===== src/rtl/if_id_skid_reg.sv =====
// IF/ID pipeline register with ready/valid handshake and a 2-entry skid buffer.
// The main register drives the decode side; the skid register absorbs the one
// extra entry that fetch can push before it sees in_ready drop. in_ready and
// out_valid come straight from flops, so there is no combinational path from
// in_* to out_* or from out_ready to in_ready.
// A flush (branch/jump taken) squashes everything and presents NOP_INS / PC 0.
// Optional feature: define IF_ID_STALL_CNT_EN to get a saturating decode-stall
// counter on stall_cnt; without it stall_cnt is tied to 0.
//
//  state | meaning
//  ------+-----------------------------------------------
//  EMPTY | nothing held, main shows NOP_INS / PC 0
//  ONE   | main holds the entry presented to decode
//  TWO   | main and skid both full, fetch is back-pressured
module if_id_skid_reg #(
    parameter int               INS_W   = 32,
    parameter int               PC_W    = 32,
    parameter logic [INS_W-1:0] NOP_INS = {INS_W{1'b0}},
    parameter int               CNT_W   = 16
) (
    input  logic             clk,
    input  logic             rst,
    input  logic             flush,
    input  logic             in_valid,
    output logic             in_ready,
    input  logic [INS_W-1:0] ins_in,
    input  logic [PC_W-1:0]  pc_add4_in,
    output logic             out_valid,
    input  logic             out_ready,
    output logic [INS_W-1:0] ins_out,
    output logic [PC_W-1:0]  pc_add4_out,
    output logic [1:0]       level,
    output logic [CNT_W-1:0] stall_cnt
);

    // Encoding doubles as the occupancy count driven on level.
    typedef enum logic [1:0] {
        EMPTY = 2'd0,
        ONE   = 2'd1,
        TWO   = 2'd2
    } state_t;

    state_t           state_q, state_nxt;
    logic             in_ready_q, in_ready_nxt;
    logic [INS_W-1:0] main_ins_q, main_ins_nxt;
    logic [PC_W-1:0]  main_pc_q, main_pc_nxt;
    logic [INS_W-1:0] skid_ins_q, skid_ins_nxt;
    logic [PC_W-1:0]  skid_pc_q, skid_pc_nxt;
    logic             acc;
    logic             take;

    assign acc  = in_valid & in_ready_q;
    assign take = (state_q != EMPTY) & out_ready;

    // Next-state and datapath selection; flush overrides every transition.
    always_comb begin
        state_nxt    = state_q;
        main_ins_nxt = main_ins_q;
        main_pc_nxt  = main_pc_q;
        skid_ins_nxt = skid_ins_q;
        skid_pc_nxt  = skid_pc_q;

        if (flush) begin
            state_nxt    = EMPTY;
            main_ins_nxt = NOP_INS;
            main_pc_nxt  = '0;
        end else begin
            case (state_q)
                EMPTY: begin
                    if (acc) begin
                        state_nxt    = ONE;
                        main_ins_nxt = ins_in;
                        main_pc_nxt  = pc_add4_in;
                    end
                end
                ONE: begin
                    if (acc && take) begin
                        main_ins_nxt = ins_in;
                        main_pc_nxt  = pc_add4_in;
                    end else if (acc) begin
                        state_nxt    = TWO;
                        skid_ins_nxt = ins_in;
                        skid_pc_nxt  = pc_add4_in;
                    end else if (take) begin
                        state_nxt    = EMPTY;
                        main_ins_nxt = NOP_INS;
                        main_pc_nxt  = '0;
                    end
                end
                TWO: begin
                    // in_ready is low here, so only a take can happen.
                    if (take) begin
                        state_nxt    = ONE;
                        main_ins_nxt = skid_ins_q;
                        main_pc_nxt  = skid_pc_q;
                    end
                end
                default: begin
                    state_nxt    = EMPTY;
                    main_ins_nxt = NOP_INS;
                    main_pc_nxt  = '0;
                end
            endcase
        end

        in_ready_nxt = (state_nxt != TWO);
    end

    // State, ready flop and data registers; rst wins over flush and everything else.
    always_ff @(posedge clk) begin
        if (rst) begin
            state_q    <= EMPTY;
            in_ready_q <= 1'b1;
            main_ins_q <= NOP_INS;
            main_pc_q  <= '0;
            skid_ins_q <= '0;
            skid_pc_q  <= '0;
        end else begin
            state_q    <= state_nxt;
            in_ready_q <= in_ready_nxt;
            main_ins_q <= main_ins_nxt;
            main_pc_q  <= main_pc_nxt;
            skid_ins_q <= skid_ins_nxt;
            skid_pc_q  <= skid_pc_nxt;
        end
    end

    assign in_ready    = in_ready_q;
    assign out_valid   = (state_q != EMPTY);
    assign level       = state_q;
    assign ins_out     = main_ins_q;
    assign pc_add4_out = main_pc_q;

`ifdef IF_ID_STALL_CNT_EN
    logic [CNT_W-1:0] stall_cnt_q;

    // Count decode stalls, saturating at all-ones; only rst clears it.
    always_ff @(posedge clk) begin
        if (rst) begin
            stall_cnt_q <= '0;
        end else if (out_valid && !out_ready && !(&stall_cnt_q)) begin
            stall_cnt_q <= stall_cnt_q + 1'b1;
        end
    end

    assign stall_cnt = stall_cnt_q;
`else
    assign stall_cnt = '0;
`endif

endmodule


===== config.mk =====
export PLATFORM = sky130hd
export DESIGN_NAME = if_id_skid_reg
export DESIGN_NICKNAME = d
export VERILOG_FILES = /design/src/rtl/if_id_skid_reg.sv
export SDC_FILE = /design/constraint.sdc
export NUM_CORES = 1
export LEC_CHECK = 0
export BUFFER_PORTS_ARGS = -buffer_cell sky130_fd_sc_hd__buf_2
export CORE_MARGIN = 2
export CORE_UTILIZATION = 53
export DETAILED_ROUTE_END_ITERATION = 7
export PLACE_DENSITY = 0.8
export SYNTH_ARGS = -nofsm -noshare
export SYNTH_HDL_FRONTEND = slang
export SYNTH_SLANG_ARGS = --single-unit

===== constraint.sdc =====
create_clock -name clk -period 1.92 [get_ports clk]
set_input_delay 0.192 -clock clk [delete_from_list [all_inputs] [get_ports clk]]
set_output_delay 0.192 -clock clk [all_outputs]
set_load 0.05 [all_outputs]

==> summary.md, run 1 <==
| Metric | Value |
|---|---|
| Status | completed |
| CTS-repair resized insts | 0 |
| I/O Buffers | 136 |
| Maximum vdd drop | 0.615 mV |
| Worst slew pin tran | 0.742 ns |
| Gpl congestion | 0.834 |
| Slowest-stage cell, CP | dfxtp_4 |
| Compound-Gate Fraction of Synth Area | approximately a quarter |
| CTS Root Cell | clkbuf_16 |
| XOR/XNOR Fraction of Synth Area | 0% |
| Final Hold Fails | 0 |
| Initial DRC Count | 389 |
| Mapped cell area | 0.00608 sq mm |
| Rel. slew slack | roughly half |
| Number of diodes | 0 |
| Max incr delay on CP | around 0.4 ns |
| Largest family of logic cells by synthesized area | compound AO/OA/AOI/OAI gates |
| Initial antenna violation count | 0 |
| Crit-path cells | buf_16 > or2_2 > buf_2 |
| Netlist cell types | 28 |
| Largest net degree at the start of global routing | 70 |
| Adder-cell area share of the yosys netlist | 0% |
| EDFF count, synth | 0 |
| Gr usage total | roughly a quarter |
| Final period util | about 96% |
| CP Class | reg -> out |
| Synthesized area per cell | 8.89 sq um |
| Post-synthesis mux area share | 10.7% |
| Post-synth top area share | 43.1% |
| Crit-path max FO | 69 |
| CTS H-tree depth | 4 |
| Area of the core | about 0.011 sq mm |
| Unrepaired setup endpoints after global routing | false |
| First-pass GRT wire length | around 25000 microns |
| Share of cells above drive strength 1 | 25.7% |
| Max Freq | 541 MHz |
| Min-delay worst type | in -> reg |
| First drt pass iteration count | 6 |
| CTS tree | done |
| Most frequent cell after synthesis | dfxtp_1 |
| Post-DP HPWL | 9200 microns |
| CTS Buffer Depth | 2 |
| Post-synthesis sequential area ratio | 43.1% |
| Final setup margin | 0.0731 ns |
| Primary FF master, synth | dfxtp_1 |
| TNS Setup | 0 ns |
| # hold bufs at CTS | 0 |
| Routed Antenna Nets | 0 |
| Simple-Gate Fraction of Synth Area | 14.2% |
| Global route overflow | 0 |
| Worst slack at placement | approximately 0.16 ns |
| Max Slew Vio Count | 0 |
| Element type at the critical path start | flip-flop |
| Clock Skews | 0.00578 ns |
| Row count | 39 |
| Max_cap viols | 0 |
| I/O Pins | 153 |
| Crit path time final | 1.85 ns |
| Yosys reg bits | 131 |
| Die H | 111 microns |
| Final setup violating endpoints | 0 |
| Buffer and inverter count on the worst path | 2 |
| Full die area | around 0.012 sq mm |
| # clock sinks | approximately 130 |
| TritonCTS Buffers | 17 |
| Area grow syn2layout | 18.2% |
| DR vias/cell | 5.76 |
| FFs w/ async S/R, synth | 0% |
| Die width | 111 microns |
| Final Cell Area | roughly 0.0072 sq mm |
| Yosys top cell by area | dfxtp_1 |
| # DRC | 0 |
| Crit path DAT | ~1.7 ns |
| Vias in the first global route | just over 5000 |
| YS warnings | 0 |
| Routed WL | 15100 microns |
| Syn Inst Count | approximately 680 |
| Vias | between 5000 and 6000 |
| Starting Density | 53.7% |
| Power density of the placed cells | 925 mW/mm^2 |
| Clock-pin slew on the worst setup and hold paths | 0.06 ns |
| WP data required | 1.73 ns |
| Top cells by count, synth | dfxtp_1 (131), nand2_1 (118), nor2_1 (66), mux2i_1 (65) |
| Setup bufs post-CTS | 0 |
| CP top delay family | buffers and inverters |
| Clk Latency, worst-skew pair | 0.42 ns |
| Static leakage | 0.00272 uW |
| Top cells by area, synth | dfxtp_1 (43%), mux2i_1 (11%), o2bb2ai_1 (9.2%) |
| Post-DP Area | ~0.0067 sq mm |
| Element type at the critical path end | output port |
| Routed length per placed instance | 16.1 microns |
| Layout Nets | 851 |
==> per-stage QoR <==
step                utilization (%)  std cells  power [uW]  hold slack, ns
floorplan                         -        699        3590           0.319
global placement               58.9        906        3810           0.440
detailed placement             58.9        906        3830           0.448
CTS                            63.5        936        6680          0.0228
global route                   63.5        936        6890          0.0331
finish                         63.5        936        6650          0.0327
==> flip-flops by register name, indices dropped and copies added, names as in the netlist <==
name         cells
ins_out         32
pc_add4_out     32
skid_ins_q      32
skid_pc_q       32
level            2
in_ready         1
==> final timing paths <==
path                 start             to  slack [ns]  depth (start not counted)
min reg2reg  skid_pc_q[23]  skid_pc_q[23]        0.46                          2
min              ins_in[5]  skid_ins_q[5]        0.03                          3
max reg2reg       level[0]  skid_pc_q[19]        0.12                          5
max               level[1]      out_valid        0.07                          3
==> power breakdown <==
part	internal (uW)	leakage [uW]	total (uW)	switching, uW
clock network	1750	0.000265	2870	1120
logic	282	0.00140	954	672
registers	2790	0.00106	2830	38.7
==> logic make-up (layout without fill, tap and decap cells) <==
| logic type | after synthesis | after routing |
|---|---|---|
| flip-flops | 131 | 131 |
| other | 1 | 16 |
| buffers and inverters | 81 | 175 |
| AO/OA/AOI/OAI | 198 | 198 |
| multiplexers | 65 | 65 |
| AND/OR/NAND/NOR | 208 | 208 |
==> per-layer routing <==
metal  vias to the layer above  part of all wire, %  GRT usage (%)  wire length, microns
met5                         -                    0              0                     0
met4                         0                  1.5           8.81                   219
met3                        17                  6.0           5.52                   904
met2                       178                   49           39.8                  7350
met1                      2609                   44           31.4                  6620
li1                       2592                    -              -                     -
==> placed cells by master (no fill, tap or decap), types with 2 or more instances in the layout <==
| master | count |
|---|---|
| clkinv_2 | 6 |
| nor2_1 | 66 |
| conb_1 | 16 |
| mux2i_1 | 65 |
| buf_12 | 5 |
| o2bb2ai_1 | 64 |
| nand2_1 | 118 |
| clkbuf_8 | 4 |
| clkbuf_1 | 3 |
| buf_2 | 136 |
| a21oi_2 | 10 |
| or2_2 | 2 |
| nand3b_1 | 4 |
| buf_4 | 3 |
| dfxtp_1 | 129 |
| a22oi_1 | 64 |
| nand2_2 | 11 |
| a21oi_1 | 56 |
| clkbuf_16 | 17 |
==> layout make-up <==
type	count	area, sq um
clock buffers	24	492
clock inverters	6	30.0
fillers	930	4130
multi-input cells	487	3030
flip-flops and latches	131	2630
well taps	143	179
repair buffers	145	831
==> tightest hold or removal path: cells and delay by family <==
kind,cells,cell delay [ns]
buffers and inverters,1,0.11
and+or+nand+nor,1,0.05
AOI/OAI and AO/OA,1,0.05
Power figures use the tool's default switching activity.
==> run 2, diff against run 1 <==
- CELL_PAD_IN_SITES_DETAIL_PLACEMENT: not set -> 1
- CELL_PAD_IN_SITES_GLOBAL_PLACEMENT: not set -> 2
- CORE_UTILIZATION: 53 -> 31
- PLACE_DENSITY: 0.8 -> not set
- PLACE_DENSITY_LB_ADDON: not set -> 0.1
==> summary.md, run 2 (synthesis gave the netlist of run 1 again) <==
| Metric | Value |
|---|---|
| WP data required | 1.73 ns |
| CTS Root Cell | clkbuf_16 |
| CTS tree | done |
| First-pass GRT wire length | 29600 microns |
| I/O Pins | 153 |
| Share of cells above drive strength 1 | 26.7% |
| Rel. slew slack | 47.0% |
| Final period util | 95.3% |
| Initial DRC Count | 213 |
| Static leakage | 0.00278 uW |
| # DRC | 0 |
| # clock sinks | 131 |
| TNS Setup | 0 ns |
| Most frequent cells in the layout | buf_2 (136), dfxtp_1 (129), nand2_1 (118), nor2_1 (66), mux2i_1 (65) |
| Full die area | between 0.02 and 0.025 sq mm |
| Unrepaired setup endpoints after global routing | false |
| Starting Density | 31.5% |
| Final Util | roughly two fifths |
| Max Slew Vio Count | 0 |
| Clk Latency, worst-skew pair | 0.41 ns |
| Most common cell after layout, fill and taps aside | buf_2 |
| Routed Antenna Nets | 0 |
| CP Class | reg -> out |
| DR vias/cell | 5.02 |
| Routed WL | 18500 microns |
| Row count | 51 |
| Die H | between 100 and 150 microns |
| Uppermost layer routed | met4 |
| Min-delay worst type | in -> reg |
| Crit path time final | between 1.5 and 2 ns |
| Vias in the first global route | 5438 |
| Crit-path max FO | 31 |
| Initial antenna violation count | 0 |
| Post-route met1 wirelength | around 8600 microns |
| Max Freq | 547 MHz |
| Layout Nets | ~860 |
| Area grow syn2layout | 22.0% |
| Routed length per placed instance | 17.3 microns |
| I/O Buffers | approximately 140 |
| CTS Buffer Depth | 2 |
| TritonCTS Buffers | 17 |
| Global route overflow | 0 |
| Clock-pin slew on the worst setup and hold paths | ~0.050 ns |
| Number of diodes | 0 |
| # hold bufs at CTS | 0 |
| Final Hold Fails | 0 |
| Worst slew pin tran | 0.794 ns |
| Gpl congestion | about 0.76 |
| Power density of the placed cells | 921 mW/mm^2 |
| Status | completed |
| Gr usage total | 18.4% |
| First drt pass iteration count | 4 |
| Clock Skews | 0.00440 ns |
| Tot Pwr | 6840 uW |
| Area of the core | between 0.015 and 0.02 sq mm |
| Largest net degree at the start of global routing | 65 |
| Maximum vdd drop | 0.637 mV |
| Met3 WL post-DR | 796 microns |
| Vias | 5358 |
| Met2 wire len | 8970 microns |
| Max_cap viols | 0 |
| Final setup violating endpoints | 0 |
| Element type at the critical path end | output port |
| CTS H-tree depth | 4 |
| Die width | 144 microns |
| Setup bufs post-CTS | 0 |
| Crit path DAT | 1.64 ns |
| Element type at the critical path start | flip-flop |
| Post-DP HPWL | 12200 microns |
[run 2: area by class of cell]
cell class	count	area, sq um
fillers	2304	11900
multi-input cells	487	3030
flip-flops and latches	131	2630
repair buffers	155	880
clock buffers	26	531
well taps	265	332
clock inverters	4	20.0
[run 2: repair_timing]
action	in CTS	in global routing
endpoints found under the setup margin	1	1
pin swaps	0	0
gates resized for setup	1	1
[run 2: per-stage QoR]
step / hold slack, ns / instances / setup WS (ns) / instance area, sq um
finish: 0.0353 / 1068 / 0.0907 / 7420
CTS: 0.0199 / 1068 / 0.0604 / 7420
floorplan: 0.319 / 699 / 0.0229 / 6140
global placement: 0.441 / 1038 / 0.214 / 6870
detailed placement: 0.447 / 1038 / 0.176 / 6870
global route: 0.0172 / 1068 / 0.0129 / 7420
[run 2: path summary, 6_finish.rpt]
check | from | end | slack [ns] | cells past startpoint
setup reg to reg | in_ready | skid_pc_q[21] | 0.16 | 5
hold / removal | pc_add4_in[14] | skid_pc_q[14] | 0.04 | 3
setup / recovery | level[1] | out_valid | 0.09 | 3
hold reg to reg | skid_ins_q[11] | skid_ins_q[11] | 0.45 | 2
[run 2: metal layers]
| metal | global-route usage, % | vias up |
|---|---|---|
| li1 | - | 2617 |
| met5 | 0 | - |
| met3 | 4.47 | 14 |
| met4 | 4.70 | 0 |
| met2 | 31.3 | 118 |
| met1 | 23.5 | 2609 |
[run 2: critical path, cell delays in order (launching register included)]
cell	delay, ns
dfxtp_4	0.38
clkbuf_8	0.26
or2_2	0.34
buf_2	0.21
[run 2: power by group]
part	switching, uW	leakage (uW)	internal, uW
sequential	40.8	0.00106	2790
combinational	695	0.00144	291
clock	1140	0.000277	1880
==> run 3, diff against run 2 <==
- MAX_ROUTING_LAYER: not set -> met4
==> summary.md, run 3 (synthesis gave the netlist of run 1 again) <==
| Metric | Value |
|---|---|
| Die width | 144 microns |
| Final setup violating endpoints | 0 |
| Gr usage total | 19.0% |
| Number of diodes | 0 |
| CP Class | reg -> out |
| # clock sinks | around 130 |
| Layout Nets | around 860 |
| Crit-path cells | buf_6 > or2_2 > buf_2 |
| First drt pass iteration count | 4 |
| Initial DRC Count | 243 |
| Status | completed |
| CTS tree | done |
| Clk Latency, worst-skew pair | 0.42 ns |
| Area taken by multi-input logic gates | 0.00303 sq mm |
| Vias in the first global route | around 5400 |
| Max incr delay on CP | 0.40 ns |
| Max_cap viols | 0 |
| CTS Buffer Depth | 2 |
| Static leakage | 0.00278 uW |
| Register Area | 0.00263 sq mm |
| Rel. slew slack | between 40% and 50% |
| # hold bufs at CTS | 0 |
| Area of the core | 0.0193 sq mm |
| CTS Root Cell | clkbuf_16 |
| First-pass GRT wire length | 29600 microns |
| Final period util | a little over nine tenths |
| CTS H-tree depth | 4 |
| Post-DP HPWL | 12200 microns |
| CP top delay family | buffers and inverters |
| Routed Antenna Nets | 0 |
| Routed length per placed instance | 17.4 microns |
| Cells after DPL | 1038 |
| Crit path time final | 1.84 ns |
| Fillers | ~2300 |
| Share of cells above drive strength 1 | 26.7% |
| CTS-repair resized insts | 1 |
| Tot Pwr | 6830 uW |
| Worst slew pin tran | 0.796 ns |
| Vias | 5358 |
| I/O Buffers | between 100 and 150 |
| Crit path DAT | 1.64 ns |
| Element type at the critical path start | flip-flop |
| Final Hold Fails | 0 |
| Initial antenna violation count | 0 |
| DR vias/cell | 5.02 |
| Most common cell after layout, fill and taps aside | buf_2 |
| # DRC | 0 |
| Clock-pin slew on the worst setup and hold paths | 0.05 ns |
| Routed WL | 18600 microns |
| Min-delay worst type | in -> reg |
| Global route overflow | 0 |
| Unrepaired setup endpoints after global routing | false |
| TNS Setup | 0 ns |
| Maximum vdd drop | 0.643 mV |
| Buffer and inverter count on the worst path | 2 |
| Max Slew Vio Count | 0 |
| Non-Filler Instances | 1068 |
| Clock Skews | about 0.0042 ns |
| TritonCTS Buffers | 17 |
| Slowest-stage cell, CP | dfxtp_4 |
| Gpl congestion | 0.766 |
| Max Freq | roughly 540 MHz |
| Largest net degree at the start of global routing | 65 |
| Power density of the placed cells | 921 mW/mm^2 |
| Crit-path max FO | 31 |
| Starting Density | 31.5% |
| I/O Pins | 153 |
| Die H | 144 microns |
| Final Util | 38.4% |
| Setup bufs post-CTS | 0 |
| Element type at the critical path end | output port |
| Most frequent cells in the layout | buf_2 (136), dfxtp_1 (129), nand2_1 (118), nor2_1 (66), mux2i_1 (65) |
| Full die area | 0.0208 sq mm |
| Row count | 51 |
| Area grow syn2layout | 22.0% |
| WP data required | 1.73 ns |
-- run 3: cell types whose count changed in the layout (fill, tap and decap cells not counted), sizes merged --
cell	change
buf	+1
clkbuf	-1
-- run 3: power breakdown --
part / leakage [uW] / switching (uW) / internal [uW]
Combinational: 0.00144 / 695 / 291
Sequential: 0.00106 / 40.8 / 2790
Clock: 0.000277 / 1140 / 1880
-- run 3: cell type report --
type | count | share of cell area, %
multi-input combinational | 487 | 40.9
sequential | 131 | 35.4
clock buffer | 26 | 7.15
clock inverter | 4 | 0.270
tap | 265 | 4.47
timing repair buffer | 155 | 11.8
-- run 3: per-stage QoR --
step / area (sq um) / hold slack (ns) / setup WS, ns
global route: 7420 / 0.0208 / 0.000916
detailed placement: 6870 / 0.447 / 0.176
floorplan: 6140 / 0.319 / 0.0229
CTS: 7420 / 0.0199 / 0.0604
global placement: 6870 / 0.441 / 0.214
finish: 7420 / 0.0339 / 0.0835
-- run 3: final timing paths --
kind                  start             to  slack (ns)  cells after the start
max                level[1]      out_valid        0.08                      3
min reg2reg   skid_pc_q[31]  skid_pc_q[31]        0.45                      2
max reg2reg        level[1]  skid_pc_q[18]        0.16                      5
min          pc_add4_in[14]  skid_pc_q[14]        0.03                      3
-- run 3: per-layer routing --
layer / track usage [%] / wire (microns) / part of all wire [%]
met2: 31.4 / 8900 / 48
met5: - / 0 / 0
met3: 3.54 / 677 / 3.6
met4: 5.93 / 267 / 1.4
met1: 23.5 / 8730 / 47
-- run 3: worst reg2reg max path: stages (launching register included) --
cell and delay [ns]:
dfxtp_4 0.38, nand2b_1 0.20, or4_2 0.61, buf_12 0.22, nand2_1 0.14, a21oi_2 0.06
